$ cat config.mk
export PLATFORM = sky130hd
export DESIGN_NAME = bcd_to_bin_serial
export DESIGN_NICKNAME = d
export VERILOG_FILES = /design/src/rtl/bcd_to_bin_serial.sv
export SDC_FILE = /design/constraint.sdc
export NUM_CORES = 1
export LEC_CHECK = 0
export CAP_MARGIN = 20
export CORE_MARGIN = 8
export CORE_UTILIZATION = 47
export CTS_BUF_LIST = sky130_fd_sc_hd__clkbuf_16
export DETAILED_ROUTE_END_ITERATION = 8
export PLACE_DENSITY = 0.75
export SLEW_MARGIN = 20
export SYNTH_ARGS = -nofsm -noshare
export SYNTH_HDL_FRONTEND = slang
export SYNTH_SLANG_ARGS = --single-unit
$ cat constraint.sdc
create_clock -name clk -period 1.35 [get_ports clk]
set_input_delay 0.27 -clock clk [delete_from_list [all_inputs] [get_ports clk]]
set_output_delay 0.27 -clock clk [all_outputs]
set_load 0.005 [all_outputs]
$ cat src/rtl/bcd_to_bin_serial.sv
// Serial 4-digit BCD to 14-bit binary converter. It uses reverse double-dabble, one shift per clock, with done 14 cycles after accept.
// Optional macro BCD_CHECK_EN rejects nibbles > 9: the block flags err and finishes one cycle after accept.
module bcd_to_bin_serial (
  input  logic        clk,
  input  logic        rst,
  input  logic        start,
  input  logic [15:0] bcd_in,
  output logic [13:0] bin_out,
  output logic        busy,
  output logic        done,
  output logic        err
);

  typedef enum logic {IDLE, CONV} state_t;

  state_t      state;
  logic [29:0] work;
  logic [29:0] work_nxt;
  logic [3:0]  cnt;

`ifdef BCD_CHECK_EN
  logic bad;
  logic in_bad;

  always_comb begin
    in_bad = 1'b0;
    for (int i = 0; i < 4; i++) begin
      if (bcd_in[4*i +: 4] > 4'd9) in_bad = 1'b1;
    end
  end
`endif

  // Shift right, then pull each BCD nibble that is 8 or more back into range by subtracting 3
  always_comb begin
    work_nxt = {1'b0, work[29:1]};
    for (int i = 0; i < 4; i++) begin
      if (work_nxt[14 + 4*i + 3]) begin
        work_nxt[14 + 4*i +: 4] = work_nxt[14 + 4*i +: 4] - 4'd3;
      end
    end
  end

  always_ff @(posedge clk) begin
    if (rst) begin
      state   <= IDLE;
      work    <= '0;
      cnt     <= '0;
      bin_out <= '0;
      busy    <= 1'b0;
      done    <= 1'b0;
      err     <= 1'b0;
`ifdef BCD_CHECK_EN
      bad     <= 1'b0;
`endif
    end else begin
      done <= 1'b0;
      case (state)
        IDLE: begin
          if (start) begin
            work  <= {bcd_in, 14'b0};
            cnt   <= '0;
            busy  <= 1'b1;
            state <= CONV;
`ifdef BCD_CHECK_EN
            bad   <= in_bad;
`endif
          end
        end
        CONV: begin
`ifdef BCD_CHECK_EN
          if (bad) begin
            bad     <= 1'b0;
            bin_out <= '0;
            err     <= 1'b1;
            done    <= 1'b1;
            busy    <= 1'b0;
            state   <= IDLE;
          end else
`endif
          begin
            work <= work_nxt;
            cnt  <= cnt + 4'd1;
            if (cnt == 4'd13) begin
              bin_out <= work_nxt[13:0];
              err     <= 1'b0;
              done    <= 1'b1;
              busy    <= 1'b0;
              state   <= IDLE;
            end
          end
        end
        default: state <= IDLE;
      endcase
    end
  end

endmodule

# Word level (Yosys, flattened, before mapping)
# Index checks and enable logic that the tools add are counted.
op_classes:
  add_sub_neg: 4
  eq_ne: 3
  muxes: 14
  bitwise: 1
  n_reduce_logical: 3
ops:
  columns: ["op", "count"]
  rows:
  - ["$pmux 30 s2", 1]
  - ["$mux 30", 1]
  - ["$mux 4", 4]
  - ["$sub 4x2->4 const B", 3]
  - ["$pmux 4 s2", 1]
  - ["$mux 1", 5]
  - ["$add 4x1->4 const B", 1]
  - ["$eq 4x4->1 const B", 1]
  - ["$pmux 1 s2", 2]
  - ["$reduce_and 2->1", 2]
  - ["$ne 2x1->1 const B", 1]
  - ["$ne 2x2->1 const B", 1]
  - ["$reduce_or 2->1", 1]
  - ["$not 1->1", 1]
totals:
  regBits: 51

# Logic depth before layout (Yosys ltp)
logic_depth:
  ltp_word: 3
  mapped_depth: 7

# Worst setup path after synthesis
# No wires, ideal clock.
synth_path:
  path_type: "register -> register"
  from: "register cnt[0]"
  to: "register bin_out[0]"
  t_arrival_ns: 1.234
  setup_slack_ns: 0.000
  stages_incl_launch_ff: 7
  synth_period_minus_slack_ns: 1.350
  cell_sequence: "dfxtp_1 -> ha_1 -> nand4_2 -> nor2b_4 -> buf_6 -> buf_6 -> a22o_1"
synth_via:
  elab_chain_len: 2
synth_rtl:
  columns: ["element", "line_no", "rtl"]
  rows:
  - ["start: declaration", "19", "logic [3:0] cnt;"]
  - ["start signal: assignment", "82", "cnt <= cnt + 4'd1;"]
  - ["$eq 4x4->1", "83", "if (cnt == 4'd13) begin"]
  - ["$reduce_and 2->1 (no source line)", null, null]
  - ["end signal: assignment", "84", "bin_out <= work_nxt[13:0];"]
  - ["end: declaration", "8", "output logic [13:0] bin_out,"]
# No other way between the ends.
# A chain may end at the register's enable or synchronous reset.

# Worst setup path after layout
layout_path:
  from: "input port start"
  to: "register cnt[2]"
layout_via:
  elab_chain_len: 1
layout_rtl:
  columns: ["element", "line_no", "rtl"]
  rows:
  - ["start: declaration", "6", "input logic start,"]
  - ["$ne 2x2->1 (no source line)", null, null]
# No other way between the ends.

==> flow_summary_export.csv <==
group,metric,value,unit
status,outcome,"finished clean",
cts,clk_latency,0.29,ns
pwr,leakage,1.10,nW
timing,fin_tns_setup,0,ns
finish,fillers,376,
grt,grtUsageTotal,12.4,%
logic_synthesis,synth.ff_latch_count,50,
logic_synthesis,ys.flop_type,"dfxtp_1",
place,port_buffers,34,
logic_synthesis,synth_nets,239,
place,pre_cts_ws,-0.277,ns
worst_setup_path,reg2reg_slack,0.08,ns
cts,htree_levels,2,
grt,grt_pass1_vias,1582,
timing,fin_skew,0.00420,ns
logic_synthesis,synthesis.instances,215,
hold_path,min_path_type,"reg2reg",
logic_synthesis,synth_area,0.00213,mm²
drt,drtIter0Drc,72,
worst_setup_path,cp_slowest_stage_delay,0.44,ns
cts,cts_tree,"yes",
logic_synthesis,async_flop_share,0,%
die,core_area,0.00435,mm²
finish,area_growth,28.6,%
pwr,power-per-cell-area,1130,mW/mm²
cts,cts.sinks,50,
timing,finalSetupViolCount,0,
die,ios,36,
logic_synthesis,ys_seq_area_share,46.9,%
grt,grt_overflow,0,
die,initial_core_util,49.0,%
pwr,irDropWorstVdd,0.646,mV
timing,slew_violations,0,
drt,wl_per_cell,13.6,µm
finish,n_antenna_cell,0,
timing,fin_crit,1.28,ns
finish,multi_input_area,0.00104,mm²
drt,drc,0,
timing,clock.fmax,783,MHz
cts,root_buffer,"clkbuf_16",
die,dieWidth,83.4,µm
cts,post_cts_buffers,0,
drt,firstDrtPassIters,4,
logic_synthesis,synth_commonest_cells,"dfxtp_1 (50), nor2_1 (22), a211oi_1 (18)",
die,die_area,0.00695,mm²
worst_setup_path,cp.arrival,1.50,ns
finish,seq_area,0.00100,mm²
cts,numCtsBuffers,5,
flow_run,maxCapViolCount,0,
worst_setup_path,cp-end-kind,"register",
logic_synthesis,syn_avg_cell_area,9.92,µm²
cts,clkTransAtPathRegs,0.06,ns
worst_setup_path,worstSetupPathType,"in2reg",
timing,rsz0062_at_grt,"false",
drt,num_vias,1627,
drt,wirelength,4.17,mm
worst_setup_path,start_kind,"input port",
timing,setup_slack,0.0734,ns
grt,grt_max_degree,46,
logic_synthesis,yosysTopAreaCellShare,46.9,%
logic_synthesis,yosysMostFrequentCell,"dfxtp_1",
finish,drive_gt1_share,13.8,%
logic_synthesis,synth_top_area_cell,"dfxtp_1",
grt,antenna_found_initial,0,
timing,post-route-period-util,94.6,%
logic_synthesis,synth_cell_types,32,
worst_setup_path,cp_cell_sequence,"clkdlybuf4s50_1 -> buf_12 -> buf_4 -> nor2_1 -> o21ai_0 -> a21oi_1",
worst_setup_path,worstPathRequired,1.57,ns
timing,hold_violations,0,
logic_synthesis,synth-edff-count,0,
worst_setup_path,worstPathMaxFanout,22,
worst_setup_path,critPathSlowestCell,"clkdlybuf4s50_1",
drt,ant_nets,0,
cts,cts_buffer_depth,2,
place,dp_hpwl,2.83,mm
drt,avgViaCountPerCell,5.32,
finish,fin_nets,278,
logic_synthesis,synth.area.top_cells,"dfxtp_1 (47%), a211oi_1 (6.3%), a22o_1 (5.7%)",
place,gp_congestion,0.719,
die,dieHeight,83.4,µm
die,fp-row-count,24,
grt,grt_pass1_wl,7.29,mm
logic_synthesis,yosysWarningCount,0,
cts,ctsHoldBuffers,0,
report_power, final:
group          switching (mW)  total (mW)  internal [mW]
Clock                   0.513        1.19          0.675
Combinational           0.154       0.353          0.199
Sequential             0.0469        1.57           1.52
cells by family (layout without fill, tap and decap cells):
group / Yosys count / count (layout) / synth area share, %
fa+ha+maj: 5 / 5 / 2.93
mux: 14 / 14 / 6.74
buf+inv: 20 / 59 / 5.34
compound gates: 56 / 56 / 18.6
other cells: 1 / 1 / 0.176
simple gates: 63 / 63 / 16.8
xor+xnor: 6 / 6 / 2.46
flops: 50 / 50 / 46.9
per-stage QoR:
step                      power (mW)  utilization [%]  cell area (µm²)  hold slack (ns)  cells
final                           3.11             63.0             2740            0.467    306
after global routing            3.24             63.0             2740            0.490    306
after CTS                       3.14             62.8             2730            0.474    306
after detailed placement        1.95             59.6             2600            0.458    299
after global placement          1.94             59.6             2600            0.441    299
after floorplan                 1.82                -             2130            0.434    215
area by class of cell:
cell class / count / share of cell area (%)
repair buffers: 51 / 17.7
multi-input cells: 145 / 38.1
clock inverters: 2 / 0.547
flip-flops and latches: 50 / 36.6
well taps: 52 / 2.37
clock buffers: 5 / 4.56
inverters: 1 / 0.137
placed cells by master (no fill, tap or decap), drive strengths merged, types with 2 or more instances in the layout:
cell type / n
ha: 5
nand2: 4
dfxtp: 50
xnor2: 6
nand3: 2
buf: 17
nor2b: 16
nor3b: 13
nor2: 23
dlygate4sd2: 16
clkinvlp: 2
o22a: 3
clkbuf: 5
clkdlybuf4s50: 18
a21oi: 17
mux2i: 11
a211oi: 18
a22o: 14
mux2: 3
per-layer routing:
metal	routed length, µm	track usage (%)
met4	24	3.83
met2	2020	20.8
met1	1860	13.6
met5	0	0
met3	266	5.47
worst max-delay path, delay by kind of cell:
family                 cells  cell delay, ns
buffers and inverters      3            0.75
AO/OA/AOI/OAI              2            0.26
AND/OR/NAND/NOR            1            0.21
worst paths after layout:
| kind | from | endpoint | depth (start not counted) |
|---|---|---|---|
| setup / recovery | start | cnt[2] | 6 |
| hold / removal | busy | busy | 1 |
| setup reg to reg | cnt[1] | bin_out[12] | 6 |
| hold reg to reg | busy | busy | 1 |
state kept, by name, summed over array words and instances, names as in the netlist:
signal   cells
cnt          4
bin_out     14
work        29
done         1
state        1
busy         1
repair_timing:
item,CTS,global route
resized for setup,20,2
pin swaps,1,0
setup endpoints to repair,31,14
No activity file was read; power rests on OpenSTA's default activity.
